[src/rtl/sqrt_pkg.sv]
// Shared types and parameter helpers for the fixed-point square root.
// Holds the controller state encoding plus the iteration and cycle-count arithmetic.
package sqrt_pkg;

  typedef enum logic [1:0] {
    IDLE,
    RUN,
    DONE
  } sqrt_state_t;

  function automatic int calcIters(input int width, input int fracWidth);
    return (width + fracWidth) / 2;
  endfunction

  function automatic int calcNumCycles(input int width, input int fracWidth, input int steps);
    return calcIters(width, fracWidth) / steps;
  endfunction

  function automatic bit widthsLegal(input int width, input int fracWidth);
    return (width > 0) && (fracWidth >= 0) && (fracWidth <= width)
           && (((width + fracWidth) % 2) == 0);
  endfunction

  function automatic bit stepsLegal(input int width, input int fracWidth, input int steps);
    return ((steps == 1) || (steps == 2) || (steps == 4))
           && ((calcIters(width, fracWidth) % steps) == 0);
  endfunction

endpackage

[src/rtl/sqrt_step.sv]
// One restoring digit iteration: bring down two radicand bits and try to subtract {q, 01}.
module sqrt_step #(
  parameter int WIDTH = 32,
  parameter int ITERS = 24
) (
  input  logic [WIDTH+1:0] i_acc,
  input  logic [ITERS-1:0] i_q,
  input  logic [1:0]       i_digits,
  output logic [WIDTH+1:0] o_acc,
  output logic [ITERS-1:0] o_q
);

  localparam int TW = WIDTH + 3;

  logic [TW-1:0] w_accShift;
  logic [TW-1:0] w_trial;
  logic [TW-1:0] w_diff;
  logic          w_neg;

  // The running remainder never exceeds 2q, so its top bit is always zero and
  // dropping it keeps the sign of the trial subtraction in bit TW-1.
  assign w_accShift = TW'({i_acc, i_digits});
  assign w_trial    = TW'({i_q, 2'b01});
  assign w_diff     = w_accShift - w_trial;
  assign w_neg      = w_diff[TW-1];

  assign o_acc = w_neg ? w_accShift[WIDTH+1:0] : w_diff[WIDTH+1:0];
  assign o_q   = ITERS'({i_q, ~w_neg});

endmodule

[src/rtl/fp_sqrt.sv]
// Multi-cycle fixed-point square root with exact remainder behind a go/done handshake.
// Retires STEPS_PER_CYCLE digit iterations per RUN cycle through a chain of sqrt_step.
module fp_sqrt
  import sqrt_pkg::*;
#(
  parameter int WIDTH           = 32,
  parameter int FRAC_WIDTH      = 16,
  parameter int STEPS_PER_CYCLE = 1
) (
  input  logic             clk,
  input  logic             reset,
  input  logic             go,
  input  logic [WIDTH-1:0] in,
  output logic [WIDTH-1:0] out,
  output logic [WIDTH:0]   rem,
  output logic             done
);

  localparam int ITERS = calcIters(WIDTH, FRAC_WIDTH);
  localparam int RAD_W = WIDTH + FRAC_WIDTH;
  localparam int ACC_W = WIDTH + 2;
  localparam int N     = calcNumCycles(WIDTH, FRAC_WIDTH, STEPS_PER_CYCLE);
  localparam int CNT_W = $clog2(N + 1);

  if (!widthsLegal(WIDTH, FRAC_WIDTH)) begin : g_badWidths
    $error("fp_sqrt: FRAC_WIDTH must be 0..WIDTH and WIDTH+FRAC_WIDTH must be even");
  end
  if (!stepsLegal(WIDTH, FRAC_WIDTH, STEPS_PER_CYCLE)) begin : g_badSteps
    $error("fp_sqrt: STEPS_PER_CYCLE must be 1, 2 or 4 and divide (WIDTH+FRAC_WIDTH)/2");
  end

  sqrt_state_t r_state;
  sqrt_state_t w_nextState;

  logic [RAD_W-1:0] r_rad;
  logic [ACC_W-1:0] r_acc;
  logic [ITERS-1:0] r_q;
  logic [CNT_W-1:0] r_count;
  logic [WIDTH-1:0] r_out;
  logic [WIDTH:0]   r_rem;
  logic             w_lastRun;

  logic [STEPS_PER_CYCLE:0][ACC_W-1:0] w_accChain;
  logic [STEPS_PER_CYCLE:0][ITERS-1:0] w_qChain;

  assign w_accChain[0] = r_acc;
  assign w_qChain[0]   = r_q;

  for (genvar s = 0; s < STEPS_PER_CYCLE; s++) begin : g_step
    sqrt_step #(
      .WIDTH(WIDTH),
      .ITERS(ITERS)
    ) u_step (
      .i_acc   (w_accChain[s]),
      .i_q     (w_qChain[s]),
      .i_digits(r_rad[RAD_W-1-2*s -: 2]),
      .o_acc   (w_accChain[s+1]),
      .o_q     (w_qChain[s+1])
    );
  end

  assign w_lastRun = (r_state == RUN) && (r_count == CNT_W'(N - 1));

  always_ff @(posedge clk) begin
    if (reset) begin
      r_state <= IDLE;
    end else begin
      r_state <= w_nextState;
    end
  end

  always_comb begin
    w_nextState = r_state;
    case (r_state)
      IDLE:    if (go) w_nextState = RUN;
      RUN:     if (w_lastRun) w_nextState = DONE;
      DONE:    w_nextState = IDLE;
      default: w_nextState = IDLE;
    endcase
  end

  // Results are only written on the final RUN cycle, so out/rem stay stable
  // across a following computation until its own DONE.
  always_ff @(posedge clk) begin
    if (reset) begin
      r_rad   <= '0;
      r_acc   <= '0;
      r_q     <= '0;
      r_count <= '0;
      r_out   <= '0;
      r_rem   <= '0;
    end else begin
      case (r_state)
        IDLE: begin
          if (go) begin
            r_rad   <= RAD_W'(in) << FRAC_WIDTH;
            r_acc   <= '0;
            r_q     <= '0;
            r_count <= '0;
          end
        end
        RUN: begin
          r_rad   <= r_rad << (2 * STEPS_PER_CYCLE);
          r_acc   <= w_accChain[STEPS_PER_CYCLE];
          r_q     <= w_qChain[STEPS_PER_CYCLE];
          r_count <= r_count + CNT_W'(1);
          if (w_lastRun) begin
            r_out <= WIDTH'(w_qChain[STEPS_PER_CYCLE]);
            r_rem <= w_accChain[STEPS_PER_CYCLE][WIDTH:0];
          end
        end
        default: ;
      endcase
    end
  end

  assign out  = r_out;
  assign rem  = r_rem;
  assign done = (r_state == DONE);

endmodule

[config.mk]
export PLATFORM = sky130hd
export DESIGN_NAME = fp_sqrt
export DESIGN_NICKNAME = d
export VERILOG_FILES = /design/src/rtl/sqrt_pkg.sv /design/src/rtl/sqrt_step.sv /design/src/rtl/fp_sqrt.sv
export SDC_FILE = /design/constraint.sdc
export NUM_CORES = 1
export LEC_CHECK = 0
export CORE_MARGIN = 1.5
export CORE_UTILIZATION = 50
export CTS_CLUSTER_SIZE = 25
export DETAILED_ROUTE_END_ITERATION = 10
export GPL_TIMING_DRIVEN = 0
export HOLD_SLACK_MARGIN = 0.15
export PLACE_DENSITY = 0.86
export SYNTH_ARGS = -nofsm -noshare
export SYNTH_HDL_FRONTEND = slang
export SYNTH_SLANG_ARGS = --single-unit
[constraint.sdc]
create_clock -name clk -period 3.2 [get_ports clk]
set_input_delay 0.64 -clock clk [delete_from_list [all_inputs] [get_ports clk]]
set_output_delay 0.64 -clock clk [all_outputs]
set_load 0.05 [all_outputs]
==> reports/qor.yml <==
critical_path:
  path_delay_family: "compound AO/OA/AOI/OAI gates"
  path_class: "flop to flop"
  startpoint: "r_q[14]"
  crit_fanout: 8
  ff2ff_setup_slack_ns: -0.05
  max_stage_delay_ns: 0.53
  startpoint_type: "flop"
  worstPathArrival_ns: 3.55
  r2r_end: "rem[16]"
  cpMaxStageDelayCell: "or4_4"
  crit_chain: "inv_2 -> ha_4 -> a21o_1 -> o21a_1 -> or4_4 -> o211a_4 -> buf_6 -> o31ai_4 -> buf_4 -> and2_4 -> buf_12 -> mux2i_4 -> a211oi_2"
  worstRegToRegCells: 13
  r2r-start: "r_q[14]"
  cp_data_required_time_ns: 3.50
  endpoint_kind: "flop"
  crit_buf_inv: 4
drt:
  drt_first_pass_iters: 5
  routed_wl_microns: 21500
  drt-wirelength-per-cell_microns: 17.5
  route.detailed.drc: 0
  vias_per_cell: 5.93
  num_vias: 7269
  drtIter0Drc: 588
  ant_nets: 0
cells_and_area:
  areaGrowthSynthToFinish_pct: 33.0
  n_antenna_cell: 0
  fin_area_sq_um: 9850
  final_common_cell: "dfxtp_1"
  fill_cells: 1076
  final_cell_mix: "dfxtp_1, nand2_1, nor2_1, clkdlybuf4s50_1, o21ai_0"
  final_cells: 1226
  drive_gt1_share_pct: 13.2
  multi_input_area_sq_um: 4350
  register_area_sq_um: 3070
  final_nets: 1091
logic_synthesis:
  synth-xor-area-share_pct: 2.37
  ys_types: 58
  yosys_register_bits: 153
  synth.yosys.seq_area_share_pct: 41.4
  async_flop_share_pct: 0
  synth_cells: 889
  synth.avg_cell_area_sq_um: 8.33
  synthesis.area_sq_um: 7400
  synthAdderAreaFrac_pct: 4.39
  yosys_warnings: 0
  synth-compound-area-share_pct: 22.6
  synth_mux_area_share_pct: 6.84
  synth_ff_type: "dfxtp_1"
  synth-simple-area-share_pct: 16.7
  synth-edff-count: 0
  synth_top_family_by_area: "compound AO/OA/AOI/OAI gates"
sta:
  worst_pin_slew_ns: 0.848
  slew_headroom_pct: 43.4
  fin_crit_ns: 3.25
  setup_violations: 18
  maxSlewViolCount: 0
  hold_slack_ns: 0.452
  hold_viol: 0
  rsz0062_at_grt: "true"
  setup_slack_ns: -0.0512
  fmax_mhz: 308
  fin_crit_sh_pct: 102
  clock-skew-final_ns: 0.0116
floorplanning:
  die_area_sq_um: 15500
  rows: 44
  core_sq_um: 14500
  die_h_microns: 125
  initial_core_util_pct: 51.1
  ios: 101
  dieWidth_microns: 125
global_routing:
  grt-ovfl-total: 0
  grt_max_degree: 17
  grt_pass1_wl_microns: 33100
  first_global_vias: 6872
  antenna_found_initial: 0
  grt.total_usage_pct: 26.0
clock_network:
  cts-root-buf: "clkbuf_16"
  htree_levels: 4
  cts_tree: "yes"
  clk-insertion-delay-late_ns: 0.44
  clockBufferDepth: 2
  clock_sinks: 153
  numCtsBuffers: 17
  cts-hold-fix-buffers: 0
  clkTransAtPathRegs_ns: 0.06
status:
  status: "finished with violations"
  violations: "negative setup slack"
min_path:
  whs_endpoint: "out[23]"
  min_path_cells: 2
  hold_class: "flop to flop"
  hp-start: "out[23]"
placed_design:
  dp_hpwl_microns: 14000
  placed_cells: 1171
  port_buffers: 91
  placed_cell_area_sq_um: 8610
  place_congestion: 0.920
flow_run:
  drv_cap: 0
cell families (layout without fill, tap and decap cells):
| kind of cell | Yosys count | count (layout) |
|---|---|---|
| other | 1 | 8 |
| flip-flops | 153 | 153 |
| AND/OR/NAND/NOR | 284 | 284 |
| AO/OA/AOI/OAI | 258 | 258 |
| XOR/XNOR | 20 | 20 |
| adder cells (fa/ha/maj) | 26 | 26 |
| buffers and inverters | 97 | 243 |
| multiplexers | 50 | 50 |
what timing repair did:
action / in CTS / in global routing
buffers inserted: 19 / 7
resized for setup: 23 / 78
endpoints found under the setup margin: 59 / 53
cloned: 0 / 2
pin swaps: 10 / 6
worst min-delay path: stages (launching register included):
cell	delay, ns
dfxtp_1	0.31
nand2_1	0.05
a21oi_1	0.05
synthesized netlist by cell type, types with 3 or more instances:
cell type | number | area share, %
o21ai_0 | 72 | 4.9
inv_1 | 34 | 1.7
a211oi_1 | 61 | 6.2
nor4_1 | 3 | 0.25
a22oi_1 | 3 | 0.30
buf_1 | 7 | 0.35
and2_1 | 5 | 0.42
nand4_1 | 5 | 0.42
nand2b_1 | 7 | 0.59
o21a_1 | 8 | 0.81
ha_1 | 26 | 4.4
a31oi_1 | 11 | 0.93
xnor2_1 | 14 | 1.7
or2_2 | 5 | 0.42
or4_1 | 3 | 0.30
a21oi_1 | 53 | 3.6
dfxtp_1 | 153 | 41
buf_6 | 4 | 0.61
clkbuf_1 | 44 | 2.2
xor2_1 | 6 | 0.71
a21o_1 | 12 | 1.2
nor3_1 | 7 | 0.47
a21boi_0 | 7 | 0.71
o211ai_1 | 10 | 1.0
nand3_1 | 12 | 0.81
buf_4 | 8 | 0.81
nand2_1 | 126 | 6.4
mux2i_1 | 48 | 6.5
or3_1 | 7 | 0.59
nor2_1 | 91 | 4.6
layer usage:
metal	routed length (microns)	vias to the layer above	share of wire [%]	GRT usage, %
li1	-	3412	-	-
met1	8480	3404	39	29.9
met2	10400	360	48	42.6
met3	1750	93	8.1	8.93
met4	916	0	4.3	14.0
met5	0	-	0	0
registers in the layout, indices dropped and copies added (netlist names):
name / flops
r_rad: 32
rem: 33
r_state: 2
r_acc: 33
r_count: 5
out: 24
r_q: 24
worst max-delay path by stage:
stage / to / cells past startpoint
4_1_cts: rem[16] / 12
6_report: rem[16] / 13
2_1_floorplan: rem[1] / 12
3_3_place_gp: rem[17] / 13
5_1_grt: rem[11] / 13
3_5_place_dp: rem[16] / 13
stage by stage:
step	utilization (%)	TNS (ns)	worst slack, ns
final	68.0	-0.466	-0.0512
after detailed placement	59.5	-12.02	-0.316
after floorplan	-	0	0.000930
after global routing	68.0	-1.96	-0.0789
after CTS	65.1	-0.0148	-0.0148
after global placement	59.5	-9.66	-0.255
layout make-up:
| class | instances | area share, % |
|---|---|---|
| Multi-Input combinational cell | 646 | 44.2 |
| Sequential cell | 153 | 31.2 |
| Timing Repair Buffer | 119 | 12.0 |
| Buffer | 59 | 2.88 |
| Clock buffer | 24 | 4.89 |
| Inverter | 34 | 1.30 |
| Clock inverter | 7 | 1.18 |
| Tap cell | 184 | 2.34 |
Power is left out: the tool's default activity adds up to more than one toggle a clock period on the data nets, which glitch-free logic cannot reach.
